**config.mk**
```make
export PLATFORM = sky130hd
export DESIGN_NAME = ebuf_rx
export DESIGN_NICKNAME = d
export VERILOG_FILES = /design/src/rtl/ebuf_rx.sv
export SDC_FILE = /design/constraint.sdc
export NUM_CORES = 1
export LEC_CHECK = 0
export CAP_MARGIN = 20
export CORE_MARGIN = 4
export CORE_UTILIZATION = 35
export CTS_BUF_LIST = sky130_fd_sc_hd__clkbuf_8
export DETAILED_ROUTE_END_ITERATION = 6
export MAX_ROUTING_LAYER = met4
export RECOVER_POWER = 100
export SLEW_MARGIN = 20
export SYNTH_ARGS = -nofsm -noshare
export SYNTH_HDL_FRONTEND = slang
export SYNTH_SLANG_ARGS = --single-unit
```
**constraint.sdc**
```tcl
create_clock -name clk -period 1.87 [get_ports clk]
set_input_delay 0.374 -clock clk [delete_from_list [all_inputs] [get_ports clk]]
set_output_delay 0.374 -clock clk [all_outputs]
set_load 0.01 [all_outputs]
```
**src/rtl/ebuf_rx.sv**
```systemverilog
// rtl/ebuf_rx.sv - wide-word FIFO that streams each entry out as LSB-first narrow slices
module ebuf_rx #(
    parameter int IN_W  = 32,
    parameter int OUT_W = 8,
    parameter int DEPTH = 4
) (
    input  logic                       clk,
    input  logic                       resetn,
    input  logic                       in_valid,
    input  logic [IN_W-1:0]            in_data,
    output logic                       in_ready,
    output logic                       out_valid,
    output logic [OUT_W-1:0]           out_data,
    output logic                       out_last,
    input  logic                       out_ready,
    output logic [$clog2(DEPTH+1)-1:0] level,
    output logic                       ovf,
    input  logic                       clr_ovf
);

    localparam int RATIO = IN_W / OUT_W;
    localparam int AW    = $clog2(DEPTH);
    localparam int LW    = $clog2(DEPTH + 1);
    localparam int CW    = $clog2(RATIO);

    logic [IN_W-1:0] mem [DEPTH];
    logic [AW-1:0]   wr_ptr;
    logic [AW-1:0]   rd_ptr;
    logic [CW-1:0]   slice;
    logic [IN_W-1:0] head;
    logic            push;
    logic            pop;
    logic            slice_xfer;
    logic            ovf_set;

    // Handshake signals depend only on registered state, never on out_ready.
    assign in_ready   = (level < LW'(DEPTH));
    assign out_valid  = (level != '0);
    assign out_last   = out_valid && (slice == CW'(RATIO - 1));
    assign push       = in_valid && in_ready;
    assign ovf_set    = in_valid && !in_ready;
    assign slice_xfer = out_valid && out_ready;
    assign pop        = slice_xfer && out_last;
    assign head       = mem[rd_ptr];

    always_comb begin
        out_data = '0;
        if (out_valid) begin
            for (int k = 0; k < RATIO; k++) begin
                if (slice == CW'(k)) begin
                    out_data = head[k*OUT_W +: OUT_W];
                end
            end
        end
    end

    always_ff @(posedge clk) begin
        if (push) begin
            mem[wr_ptr] <= in_data;
        end
    end

    always_ff @(posedge clk or negedge resetn) begin
        if (!resetn) begin
            wr_ptr <= '0;
            rd_ptr <= '0;
            slice  <= '0;
            level  <= '0;
            ovf    <= 1'b0;
        end else begin
            if (push) begin
                wr_ptr <= wr_ptr + AW'(1);
            end
            if (slice_xfer) begin
                if (out_last) begin
                    slice  <= '0;
                    rd_ptr <= rd_ptr + AW'(1);
                end else begin
                    slice <= slice + CW'(1);
                end
            end
            case ({push, pop})
                2'b10:   level <= level + LW'(1);
                2'b01:   level <= level - LW'(1);
                default: level <= level;
            endcase
            // A new overflow in the same cycle as a clear keeps the flag set.
            if (ovf_set) begin
                ovf <= 1'b1;
            end else if (clr_ovf) begin
                ovf <= 1'b0;
            end
        end
    end

endmodule

```
**Word-level counts from Yosys, hierarchy flattened**

Memory sizes are Yosys's and may differ from the RTL's.
Cells that the tools add are included.

- Register bits after elaboration: 10
- RAM bits: 128
- Output and inout bits: 15
- Word-level logic and storage cells: 39
- Memories: 1

Memories:

| name | depth | width | rd ports | clocked after memory_dff | wr ports | line | RTL |
|---|---|---|---|---|---|---|---|
| mem | 4 | 32 | 1 | 0 | 1 | 26 | `logic [IN_W-1:0] mem [DEPTH];` |

- Add/sub/neg operators: 5
- Order comparisons: 1
- Equality and inequality tests: 5
- Mux-type cells: 11
- Reduce and logical (&&, ||, !) cells: 11

Operator list:

| operator | count |
|---|---|
| two-way mux 8 bit | 5 |
| adder 2 x 1 -> 2 bit (second input constant) | 3 |
| == test 2 bit (second input constant) | 3 |
| case mux 3 bit (2 select lines) | 1 |
| logical AND 1 bit | 5 |
| == test 2 x 1 -> 1 bit (second input constant) | 2 |
| two-way mux 1 bit | 4 |
| nonzero test 2 bit | 2 |
| adder 3 x 1 -> 3 bit (second input constant) | 1 |
| < comparator 3 bit (second input constant) | 1 |
| nonzero test 3 bit | 1 |
| subtractor 3 x 1 -> 3 bit (second input constant) | 1 |
| logical NOT 2 bit | 1 |
| two-way mux 2 bit | 1 |
| AND reduction 2 bit | 1 |
| logical NOT 1 bit | 1 |

**Depth between registers and ports, before layout**

Gate-level depths: netlist (run 1).

- Depth in word-level cells: 6
- Gate-level depth with buffers: 9

**Worst setup path after synthesis (run 1)**

No wires, ideal clock.

- Kind: register to register
- Start: reg level[2]
- End: mem mem[0][0], enable pin
- Setup time: 392 ps
- Arrival: 1626 ps
- Slack: -148 ps
- Cell stages (with the launch flop): 4
- Period minus slack after synthesis: 2018 ps
- Cells stage by stage: dfrtp_1 nor2b_1 clkbuf_1 and2_1

- Word-level cells in the longest chain between the ends: 4

RTL lines:

| element | line | RTL |
|---|---|---|
| start, declared | 16 | `output logic [$clog2(DEPTH+1)-1:0] level,` |
| start signal, assigned | 83 | `2'b10: level <= level + LW'(1);` |
| start signal, assigned | 84 | `2'b01: level <= level - LW'(1);` |
| start signal, assigned | 85 | `default: level <= level;` |
| < comparator 3 bit | 37 | `assign in_ready = (level < LW'(DEPTH));` |
| logical AND 1 bit | 40 | `assign push = in_valid && in_ready;` |
| two-way mux 1 bit | 58 | `if (push) begin` |
| two-way mux 1 bit (implied by the code) | 59 | `mem[wr_ptr] <= in_data;` |
| end, declared | 26 |  |

No other way between the ends.

**Worst setup path after layout (run 1)**

- Start: reg slice[1]
- End: out out_data[4]

- Word-level cells in the longest chain between the ends: 6
- Elaborated cells on any way between the ends: 9
- Those cells by class: 3 x eq/ne; 5 x mux; 1 x reduce/logical

RTL lines:

| element | line | RTL |
|---|---|---|
| start, declared | 29 | `logic [CW-1:0] slice;` |
| start signal, assigned | 79 | `slice <= slice + CW'(1);` |
| logical NOT 2 bit | 50 | `if (slice == CW'(k)) begin` |
| two-way mux 8 bit (3 in a row) | 50 |  |
| two-way mux 8 bit * | 50 |  |
| two-way mux 8 bit * | 48 | `if (out_valid) begin` |
| end, declared | 13 | `output logic [OUT_W-1:0] out_data,` |

Every way passes the cells marked *; elsewhere a longest branch is shown, timed or not.

==> impl_metrics.tcl, run 1 <==
set metrics [dict create \
    synth_cells 320 \
    die_h_um 135 \
    crit_arrival_ns 2.23 \
    period_share_pct 139 \
    dpl_worst_slack_ns -0.826 \
    synth_area_um2 5650 \
    rows 46 \
    core_area_um2 15800 \
    fmax_mhz 385 \
    worst_pin_slew_ns 0.580 \
    boundaryPins 52 \
    place.gp.congestion 0.751 \
    numCtsBuffers 17 \
    yosysWarningCount 0 \
    grt_busiest_layer "met2" \
    setup_viol 12 \
    clkTransAtPathRegs_ns 0.08 \
    initial_utilization_pct 35.7 \
    final.setup_skew_ns 0.0127 \
    grt_pass1_vias 3377 \
    port_buffers 51 \
    vdd_drop_max_v 0.000625 \
    nets 487 \
    via_per_inst 4.75 \
    cts_tree "yes" \
    drt_pass1_iterations 4 \
    ys_types 34 \
    hpwlAfterDp_mm 8.27 \
    antenna_found_initial 1 \
    drc 0 \
    h-tree-depth 4 \
    fin_ws_ns -0.731 \
    use_met2_pct 24.5 \
    grt_pass1_wl_mm 19.3 \
    area_growth_pct 32.8 \
    crit_path_end_kind "output pin" \
    grt_max_degree 24 \
    stdcell_count 670 \
    wl_per_cell_um 18.2 \
    grt_util_met3_pct 4.84 \
    violations "negative setup slack" \
    drive_gt1_share_pct 37.4 \
    via_count 3184 \
    period_minus_slack_ns 2.60 \
    cts_root_buf "clkbuf_8" \
    synth_seq_cells 138 \
    cts_buffer_depth 2 \
    start_kind "flip-flop" \
    ant_nets 0 \
    dp_cells 620 \
    drv_cap 0 \
    finalHoldViolCount 0 \
    avgSynthCellArea_um2 17.6 \
    routed_wl_mm 12.2 \
    ys_seq_area_share_pct 72.5 \
    grt.total_usage_pct 14.9 \
    met1_usage_pct 17.6 \
    status "complete, but fails checks" \
    min_path_type "in -> async" \
    nFillCells 1350 \
    dieArea_um2 18200 \
    leakagePower_nw 2.73 \
    maxSlewHeadroom_pct 61.2 \
    die_w_um 135 \
    critPathRequiredTime_ns 1.50 \
    setup-tns-final_ns -6.32 \
    power_density_nw_per_um2 1490 \
    synth.top_cell.area_share_pct 68.1 \
    synth_nets 367 \
    slew_viol_final 0 \
    cp_max_fo 6 \
    numClockSinks 138 \
    yosys.area.top_type "edfxtp_1" \
    drtIter0Drc 165 \
    cts_hold_buffers 0 \
    synthTopCellsByArea "edfxtp_1, mux2i_1, dfrtp_1" \
    rsz0062_at_grt "true" \
    overflow 0 \
    crit_type "reg -> out" \
    clk_latency_ns 0.45 \
]
==> critical path: stages, from the launching register on <==
cell      delay, ns
dfrtp_1        0.41
inv_2          0.09
ha_4           0.18
or3b_4         0.43
buf_6          0.15
o22ai_4        0.13
o21bai_4       0.09
a21oi_2        0.15
buf_2          0.15
==> placed cells by master, fill, tap and decap left out, types with 2 or more instances in the layout <==
master / synthesis / routed
buf_4: 4 / 42
inv_2: 1 / 3
o21bai_4: 0 / 2
clkinvlp_4: 0 / 4
o21ai_0: 2 / 2
buf_12: 1 / 13
mux2_2: 17 / 17
nor3_1: 1 / 2
o22ai_1: 15 / 7
clkbuf_1: 2 / 3
dlygate4sd3_1: 0 / 34
clkdlybuf4s50_1: 0 / 3
and2_2: 0 / 4
ha_4: 0 / 3
a221oi_2: 0 / 6
o22ai_2: 1 / 7
ha_1: 9 / 6
dfrtp_2: 0 / 4
o21bai_2: 0 / 4
a221oi_1: 8 / 2
diode_2: 0 / 2
inv_1: 10 / 8
inv_6: 0 / 4
xnor2_1: 4 / 4
clkinv_2: 0 / 3
buf_2: 0 / 10
clkinv_1: 0 / 2
xor2_1: 2 / 2
dlygate4sd2_1: 0 / 4
a21oi_2: 0 / 8
clkbuf_8: 0 / 17
buf_6: 3 / 6
nand2_1: 5 / 4
a221o_1: 8 / 8
mux2i_1: 49 / 49
o21bai_1: 8 / 2
edfxtp_1: 128 / 128
o22ai_4: 0 / 2
dfrtp_1: 10 / 6
==> cells in the mapped netlist (all sizes together) <==
master / number
edfxtp: 128
mux2i: 49
mux2: 17
o22ai: 16
buf: 14
inv: 11
dfrtp: 10
ha: 9
a21oi: 8
a221o: 8
a221oi: 8
o21bai: 8
and2: 7
nand2: 5
xnor2: 4
nor2b: 3
clkbuf: 2
nor3: 2
o21ai: 2
xor2: 2
a21o: 1
and3: 1
fa: 1
nand2b: 1
nand3b: 1
nor2: 1
or3b: 1
==> what timing repair did <==
item                                   4_1_cts  5_1_grt
setup endpoints to repair                   16       11
resized for setup                           86       11
pin swaps                                   13       17
setup buffers                               15        2
endpoints found under the hold margin        0        0
==> cell families after synthesis <==
logic type | after synthesis | share of synthesized area, %
muxes | 66 | 12.1
and+or+nand+nor | 22 | 2.55
AOI/OAI and AO/OA | 51 | 6.63
buffers and inverters | 27 | 2.95
xor gates and xnor gates | 6 | 0.931
DFF | 138 | 72.5
adders and majority gates | 10 | 2.35
==> report_power, final <==
group          total [mW]  switching (mW)  internal (mW)
Clock                2.06            1.15          0.905
Combinational        5.03            2.41           2.62
Sequential           4.11           0.203           3.91
==> per-layer routing <==
layer / up-vias / share of wire, %
met3: 17 / 4.7
met4: 0 / 1.5
met1: 1595 / 42
met5: - / 0
met2: 70 / 52
li1: 1502 / -
==> cell type report <==
| class | instances | area [µm²] | share of cell area (%) |
|---|---|---|---|
| Sequential cell | 138 | 4100 | 54.7 |
| Multi-Input combinational cell | 155 | 1620 | 21.6 |
| Tap cell | 216 | 270 | 3.61 |
| Timing Repair Buffer | 117 | 1130 | 15.0 |
| Antenna cell | 2 | 5.00 | 0.0668 |
| Inverter | 11 | 41.3 | 0.551 |
| Clock inverter | 14 | 96.3 | 1.29 |
| Clock buffer | 17 | 234 | 3.12 |
==> path summary, 6_finish.rpt <==
kind                            startpoint          end  slack (ns)  depth (start not counted)
worst max-delay path              slice[1]  out_data[4]       -0.73                          8
worst min-delay path                resetn    rd_ptr[1]        0.36                          1
worst max register to register    slice[1]     level[2]       -0.24                         10
worst min register to register         ovf          ovf        0.52                          2
max in group asynchronous           resetn     level[2]        1.09                          1
min in group clk                   clr_ovf          ovf        0.49                          2
==> sequential cells by signal, summed over array words and instances, names as in the netlist <==
signal,count
level,3
wr_ptr,2
rd_ptr,2
mem,128
slice,2
ovf,1
==> metrics by stage <==
step	cell area [µm²]	util, %	power, mW	hold slack, ns
4_1_cts	7480	47.3	11.3	0.294
2_1_floorplan	5700	-	6.67	0.0784
3_5_place_dp	6870	43.4	8.75	0.521
5_1_grt	7490	47.3	11.8	0.383
3_3_place_gp	6870	43.4	8.68	0.509
6_report	7500	47.4	11.2	0.361
Note: power is estimated with default switching activity, not from simulation.
==> run 2: changes to the inputs <==
Settings changed: CORE_UTILIZATION 35 to 41.
==> impl_metrics.tcl, run 2 (synthesis results as in run 1) <==
set metrics [dict create \
    status "complete, but fails checks" \
    violations "negative setup slack" \
    nFillCells 1041 \
    port_buffers 51 \
    reg2reg_to "level[2]" \
    boundaryPins 52 \
    grt_pass1_vias 3345 \
    wl_per_cell_um 19.8 \
    final_core_util_pct 56.8 \
    critPathRequiredTime_ns 1.50 \
    overflow 0 \
    place.gp.congestion 0.787 \
    antennaDiodeCount 0 \
    clkTransAtPathRegs_ns 0.08 \
    fmax_mhz 382 \
    die_h_um 125 \
    cts_hold_buffers 0 \
    drive_gt1_share_pct 37.6 \
    drt_pass1_iterations 4 \
    die_w_um 125 \
    maxSlewHeadroom_pct 63.4 \
    final.setup_skew_ns 0.00514 \
    core_area_um2 13300 \
    period_minus_slack_ns 2.62 \
    worst_pin_slew_ns 0.547 \
    crit_type "reg -> out" \
    grt_max_degree 20 \
    start_kind "flip-flop" \
    setup_viol 12 \
    numCtsBuffers 17 \
    rsz0062_at_grt "true" \
    h-tree-depth 4 \
    dieArea_um2 15700 \
    top_regs "mem x128, level x3" \
    ant_nets 0 \
    area_growth_pct 34.3 \
    crit_arrival_ns 2.25 \
    r2r_cells 11 \
    final_cell_mix "edfxtp_1, mux2i_1, buf_4, dlygate4sd3_1" \
    cts_root_buf "clkbuf_8" \
    reg2reg_slack_ns -0.35 \
    crit_path_end_kind "output pin" \
    antenna_found_initial 0 \
    period_share_pct 140 \
    hpwlAfterDp_mm 8.22 \
    multi_input_area_um2 1700 \
    drtIter0Drc 280 \
    nets 491 \
    seq_area_um2 4100 \
    cts_buffer_depth 2 \
    via_count 3192 \
    largest_reg_flops 128 \
    regMostFlops "mem" \
    via_per_inst 5.04 \
    r2r_start "level[2]" \
    initial_utilization_pct 42.3 \
    drc 0 \
    grt.total_usage_pct 17.3 \
    min_path_type "in -> async" \
    cts_tree "yes" \
    slew_viol_final 0 \
    power_density_nw_per_um2 1570 \
    grt_pass1_wl_mm 19.7 \
    vdd_drop_max_v 0.000662 \
    cp_max_fo 6 \
    routed_wl_mm 12.5 \
    clk_latency_ns 0.43 \
    rows 42 \
    fin_ws_ns -0.751 \
    leakagePower_nw 2.79 \
    finalHoldViolCount 0 \
    drv_cap 0 \
    final_common_cell "edfxtp_1" \
    holdWs_ns 0.354 \
    numClockSinks 138 \
]
## run 2: where the power goes
part,total (mW),internal [mW],switching [mW]
sequential,4.10,3.91,0.188
clock,2.54,1.43,1.11
combinational,5.26,2.70,2.56
total,11.9,8.04,3.86
## run 2: timing repair
action,in CTS,in global routing
setup buffers,14,0
setup endpoints to repair,16,12
gates cloned,2,0
resized for setup,97,18
pin swaps,16,17
## run 2: worst max-delay path: stages (launching register included)
cell	delay, ns
dfrtp_1	0.42
buf_6	0.14
ha_4	0.16
or3b_4	0.42
buf_6	0.16
o22ai_4	0.12
o21bai_4	0.09
a21oi_2	0.15
buf_2	0.15
## run 2: worst max path at each step
stage / slack, ns / endpoint / startpoint / depth (start not counted)
after floorplan: 0.002 / out_data[6] / slice[0] / 7
after global placement: -0.86 / out_data[4] / slice[0] / 7
after detailed placement: -0.88 / out_data[3] / slice[0] / 7
after CTS: -0.78 / out_data[4] / slice[0] / 8
after global routing: -0.85 / out_data[4] / slice[0] / 9
final: -0.75 / out_data[0] / slice[0] / 8
## run 2: per-layer routing
layer	up-vias	wire, µm	GRT usage [%]
met2	71	6270	27.5
met5	-	0	-
met1	1596	5570	22.1
met3	16	543	4.39
met4	0	169	4.97
li1	1509	-	-
## run 2: per-stage QoR
| stage | instances | area (µm²) | setup TNS, ns | power, mW | setup WS, ns |
|---|---|---|---|---|---|
| after global placement | 585 | 6800 | -12.70 | 8.58 | -0.864 |
| after global routing | 633 | 7580 | -10.61 | 12.5 | -0.852 |
| after CTS | 633 | 7580 | -6.53 | 11.9 | -0.783 |
| final | 633 | 7580 | -7.14 | 11.9 | -0.751 |
| after floorplan | 320 | 5700 | 0 | 6.67 | 0.00223 |
| after detailed placement | 585 | 6800 | -10.27 | 8.64 | -0.878 |
## run 2: area by class of cell
| type | count | area share (%) |
|---|---|---|
| inverters | 11 | 0.578 |
| clock buffers | 17 | 3.09 |
| multi-input cells | 155 | 22.4 |
| clock inverters | 15 | 2.43 |
| flip-flops and latches | 138 | 54.1 |
| well taps | 176 | 2.90 |
| repair buffers | 121 | 14.5 |
==> run 3: changes to the inputs <==
Settings changed: ABC_CLOCK_PERIOD_IN_PS set to 1870.
==> results of run 3 <==
Final layout, timing and power as in run 2 (identical DEF).
